<file path="config.mk">
export PLATFORM = sky130hd
export DESIGN_NAME = serial_compare_unit
export DESIGN_NICKNAME = d
export VERILOG_FILES = /design/src/rtl/serial_compare_unit.sv
export SDC_FILE = /design/constraint.sdc
export NUM_CORES = 1
export LEC_CHECK = 0
export CAP_MARGIN = 15
export CORE_ASPECT_RATIO = 0.7
export CORE_MARGIN = 1.5
export CORE_UTILIZATION = 45
export DETAILED_ROUTE_END_ITERATION = 6
export GPL_TIMING_DRIVEN = 0
export MAX_ROUTING_LAYER = met4
export PLACE_DENSITY = 0.77
export SKIP_CTS_REPAIR_TIMING = 1
export SYNTH_ARGS = -nofsm -noshare
export SYNTH_HDL_FRONTEND = slang
export SYNTH_SLANG_ARGS = --single-unit
</file>
<file path="constraint.sdc">
create_clock -name clk -period 3.8 [get_ports clk]
set_clock_uncertainty 0.1 [all_clocks]
set_input_delay 0.76 -clock clk [delete_from_list [all_inputs] [get_ports clk]]
set_output_delay 0.76 -clock clk [all_outputs]
set_load 0.01 [all_outputs]
</file>
<file path="src/rtl/serial_compare_unit.sv">
// Multi-cycle compare unit: forms a + ~b + 1 one CHUNK per clock (LSB first) and
// reports SLT/SLTU/SEQ/SNE together with carryout, overflow and zero flags.
module serial_compare_unit #(
    parameter int WIDTH = 32,
    parameter int CHUNK = 8
) (
    input  logic             clk,
    input  logic             reset,
    input  logic             in_valid,
    output logic             in_ready,
    input  logic [WIDTH-1:0] a,
    input  logic [WIDTH-1:0] b,
    input  logic [1:0]       mode,
    output logic             out_valid,
    input  logic             out_ready,
    output logic [WIDTH-1:0] result,
    output logic             carryout,
    output logic             overflow,
    output logic             zero
);

    localparam int NCHUNK = WIDTH / CHUNK;
    localparam int CNT_W  = (NCHUNK > 1) ? $clog2(NCHUNK) : 1;

    typedef enum logic [1:0] {IDLE, RUN, DONE} state_t;

    state_t           state, state_nxt;
    logic [WIDTH-1:0] a_p0, nb_p0;
    logic [1:0]       mode_p0;
    logic             carry_p0, zacc_p0;
    logic [CNT_W-1:0] cnt_p0;

    logic [CHUNK-1:0] a_ch, nb_ch, sum_ch;
    logic             c_out, msb_cin, last, zero_fin, accept;

    function automatic logic cmp_outcome(input logic [1:0] m, input logic sign,
                                         input logic ovf, input logic co, input logic z);
        logic r;
        case (m)
            2'b00:   r = sign ^ ovf;
            2'b01:   r = ~co;
            2'b10:   r = z;
            default: r = ~z;
        endcase
        return r;
    endfunction

    always_comb begin
        a_ch  = a_p0[cnt_p0*CHUNK +: CHUNK];
        nb_ch = nb_p0[cnt_p0*CHUNK +: CHUNK];
        {c_out, sum_ch} = {1'b0, a_ch} + {1'b0, nb_ch} + {{CHUNK{1'b0}}, carry_p0};
        // Carry into the top bit is recovered from its sum and operand bits.
        msb_cin  = sum_ch[CHUNK-1] ^ a_ch[CHUNK-1] ^ nb_ch[CHUNK-1];
        last     = (cnt_p0 == CNT_W'(NCHUNK - 1));
        zero_fin = zacc_p0 & ~(|sum_ch);
    end

    always_comb begin
        state_nxt = state;
        in_ready  = (state == IDLE) && !reset;
        out_valid = (state == DONE);
        accept    = in_valid && in_ready;
        case (state)
            IDLE:    if (accept) state_nxt = RUN;
            RUN:     if (last) state_nxt = DONE;
            DONE:    if (out_ready) state_nxt = IDLE;
            default: state_nxt = IDLE;
        endcase
    end

    // Operand capture: data only, no reset needed.
    always_ff @(posedge clk) begin
        if (accept) begin
            a_p0    <= a;
            nb_p0   <= ~b;
            mode_p0 <= mode;
        end
    end

    // Serial add stage and result registers.
    always_ff @(posedge clk) begin
        if (reset) begin
            state    <= IDLE;
            cnt_p0   <= '0;
            carry_p0 <= 1'b1;
            zacc_p0  <= 1'b1;
            result   <= '0;
            carryout <= 1'b0;
            overflow <= 1'b0;
            zero     <= 1'b0;
        end else begin
            state <= state_nxt;
            if (state == IDLE && accept) begin
                carry_p0 <= 1'b1;
                zacc_p0  <= 1'b1;
                cnt_p0   <= '0;
            end else if (state == RUN) begin
                carry_p0 <= c_out;
                zacc_p0  <= zero_fin;
                if (last) begin
                    carryout <= c_out;
                    overflow <= msb_cin ^ c_out;
                    zero     <= zero_fin;
                    result   <= {{(WIDTH-1){1'b0}},
                                 cmp_outcome(mode_p0, sum_ch[CHUNK-1], msb_cin ^ c_out, c_out, zero_fin)};
                end else begin
                    cnt_p0 <= cnt_p0 + 1'b1;
                end
            end
        end
    end

endmodule

</file>
==> summary.txt <==
CTS
  • Clock H-tree levels: 3
  • CTS Buf Count: 9
  • Root Buffer: clkbuf_16
  • CTS tree: done
  • Max clock buf depth: 2
  • CTS Sinks: 76
  • Worst skew pair latency: 0.34 ns
  • Clock Pin Slew Worst Setup and Hold Paths: 0.05 ns

Timing
  • Final hold vios: 0
  • Tmin final: 3.50 ns
  • Endpoints failing setup: 0
  • Worst slew pin tran: 0.864 ns
  • Fin crit share: 92.1%
  • Slew margin rel.: 42.4%
  • Final setup margin: 0.299 ns
  • Max-slew violations: 0
  • RSZ-0062 raised after global routing: no
  • Fmax: 0.286 GHz

Power
  • Sw Ratio: 24.2%
  • Switch Pwr: 504 uW
  • Maximum VDD drop: 0.000338 V
  • Clock power share: 36.6%
  • Logic pwr share: 17.5%
  • Lkg Pwr: 1.94 nW
  • Int Pwr: 1.58 mW
  • PD cells: 426 mW/mm^2
  • Sequential share of power: 45.9%

GRT
  • First-pass GRT wire length: 10.0 mm
  • Grt ovf: 0
  • Met3 usage: 5.98%
  • Met2 track demand over resource: 24.3%
  • Initial antenna violation count: 0
  • Largest net degree at the start of global routing: 68
  • Vias in the first global route: 2156
  • GRT Total Usage: 16.6%
  • Met1 Use GR: 21.4%
  • Layer with the highest usage: met2

Final layout
  • Share of layout cells above drive strength 1: 18.4%
  • Most common cell after layout, fill and taps aside: clkdlybuf4s50_1
  • Post-Layout Inst Area: 0.00488 mm^2
  • Area growth syn-to-layout: 34.8%
  • # fillers: 638
  • Final nets: 444
  • Ant. Diodes: 0
  • Most frequent cells in the layout: 75 x clkdlybuf4s50_1, 66 x edfxtp_1, 39 x inv_1

Floorplanning
  • Rows: 27
  • Die X: 110 um
  • Core footprint: 0.00784 mm^2
  • Initial core utilization: 46.2%
  • Die Height: 78.1 um
  • Die ar.: 0.00860 mm^2
  • # IOs: 107

Critical path
  • CP top delay family: compound AO/OA/AOI/OAI gates
  • Worst path slowest cell: clkbuf_1
  • CP Max Fanout: 10
  • Reg2Reg Launch Point: cnt_p0[1]
  • Critical path origin: cnt_p0[1]
  • Buf+Inv Stages, Crit Path: 2
  • Crit Path Category: flop to flop
  • CP cell instances: buf_2 -> clkbuf_1 -> mux4_2 -> ha_1 -> a211oi_1 -> o21ai_0 -> xor2_1 -> nor4_2 -> and3b_1 -> a211o_1
  • CP required: 3.92 ns
  • Critical Path Max Stage Delay: 0.51 ns
  • Critical path capture point type: flop
  • Arr. time, crit path: 3.62 ns
  • Startpoint Class: flop

Min path
  • HP Start: zero
  • HP Class: flop to flop

Yosys
  • Multiplexer area fraction after synthesis: 10.4%
  • EDFF count, synth: 66
  • Synth Area per Inst: 14.6 um^2
  • Xor-xnor portion of the synthesized cell area: 1.66%
  • FFs w/ async S/R, synth: 0%
  • Dominant synthesized flop cell: edfxtp_1
  • Largest family of logic cells by synthesized area: buffers and inverters
  • Post-synthesis cell type count: 53
  • Post-synth design cell area: 0.00362 mm^2
  • FF+latch count, synth: 76
  • Area share of and/or/nand/nor cells after synthesis: 4.77%
  • Synth Area in Adders: 3.87%
  • Synth Instances: 248
  • Register area share after synthesis: 60.3%
  • Synth warn: 0
  • Synth Area in Compound Gates: 7.39%

Route
  • First-iteration detailed-routing DRC count: 73
  • WL final: 6.33 mm
  • Vias: 2162
  • Via/cell ratio: 4.60
  • Routed len/inst: 13.5 um
  • Drc violations: 0
  • TritonRoute pass-1 iters: 4
  • Antenna-violating nets left: 0

Placed design
  • Setup Slack @ Placement: 0.248 ns
  • Routability cong.: 0.763
  • I/O Buffers: 75
  • Post-DP Area: 0.00461 mm^2
  • DP Wirelength: 4.70 mm

Run status
  • Outcome: finished, final reports clean

Job
  • Max-cap violations: 0
-- kinds of logic (layout without fill, tap and decap cells) --
| family | count (synthesis) | count (layout) |
|---|---|---|
| other cells | 1 | 31 |
| flops | 76 | 76 |
| xor+xnor | 6 | 6 |
| fa+ha+maj | 10 | 10 |
| simple gates | 29 | 29 |
| compound gates | 33 | 33 |
| mux | 16 | 16 |
| buf+inv | 77 | 168 |
-- worst register-to-register path, stage by stage (launching register included) --
cell      delay, ns
dfxtp_1        0.33
buf_2          0.22
clkbuf_1       0.51
mux4_2         0.43
ha_1           0.27
a211oi_1       0.48
o21ai_0        0.22
xor2_1         0.25
nor4_2         0.08
and3b_1        0.24
a211o_1        0.26
-- cell usage after synthesis, types with 2 or more instances --
cell type / number / area [um^2]
edfxtp_1: 66 / 1980
inv_1: 39 / 146
buf_4: 32 / 240
mux4_2: 12 / 270
dfxtp_1: 10 / 200
nor2_1: 9 / 33.8
ha_1: 8 / 100
a21oi_1: 7 / 35.0
mux4_1: 4 / 105
xnor2_1: 4 / 35.0
nand2_1: 3 / 11.3
o211ai_1: 3 / 22.5
o21ai_0: 3 / 15.0
a211o_1: 2 / 17.5
a22oi_1: 2 / 15.0
buf_2: 2 / 10.0
clkbuf_1: 2 / 7.51
fa_1: 2 / 40.0
nand2b_1: 2 / 12.5
nand3b_1: 2 / 15.0
o21ai_1: 2 / 10.0
-- layer usage --
layer / routed length (um) / vias to the layer above
met4: 88 / 0
met1: 2860 / 988
met3: 470 / 6
li1: - / 1083
met5: 0 / -
met2: 2920 / 85
-- path summary, 6_finish.rpt --
check	cells after the start	to	slack, ns
hold / removal	2	zero	0.36
setup / recovery	10	zacc_p0	0.30
setup reg to reg	10	zacc_p0	0.30
hold reg to reg	2	zero	0.36
-- power groups by stage --
stage               logic, mW  clock network [mW]  registers [mW]
global route            0.403               0.815           0.958
floorplan               0.245                   0           0.970
detailed placement      0.364                   0           0.973
finish                  0.363               0.762           0.955
global placement        0.356                   0           0.973
CTS                     0.365               0.780           0.955
-- per-stage QoR --
stage / TNS [ns] / std cells / power, mW / hold slack, ns / util, %
2_1_floorplan: 0 / 278 / 1.22 / 0.327 / -
3_3_place_gp: -19.81 / 454 / 1.33 / 0.341 / 58.8
3_5_place_dp: 0 / 454 / 1.34 / 0.348 / 58.9
4_1_cts: 0 / 470 / 2.10 / 0.364 / 62.3
5_1_grt: 0 / 470 / 2.18 / 0.378 / 62.3
6_report: 0 / 470 / 2.08 / 0.358 / 62.3
-- flip-flops by register name, summed over array words and instances (netlist names) --
signal	cells
carryout	1
zacc_p0	1
nb_p0	32
carry_p0	1
a_p0	32
overflow	1
cnt_p0	2
result	1
zero	1
mode_p0	2
state	2
-- final cells by class --
cell class	instances	area [um^2]	share of cell area, %
Buffer	37	269	5.51
Clock buffer	9	225	4.62
Clock inverter	7	41.3	0.846
Inverter	40	150	3.08
Multi-Input combinational cell	125	1130	23.3
Sequential cell	76	2180	44.7
Tap cell	101	126	2.59
Timing Repair Buffer	75	751	15.4
(Power assumes the default switching activity.)
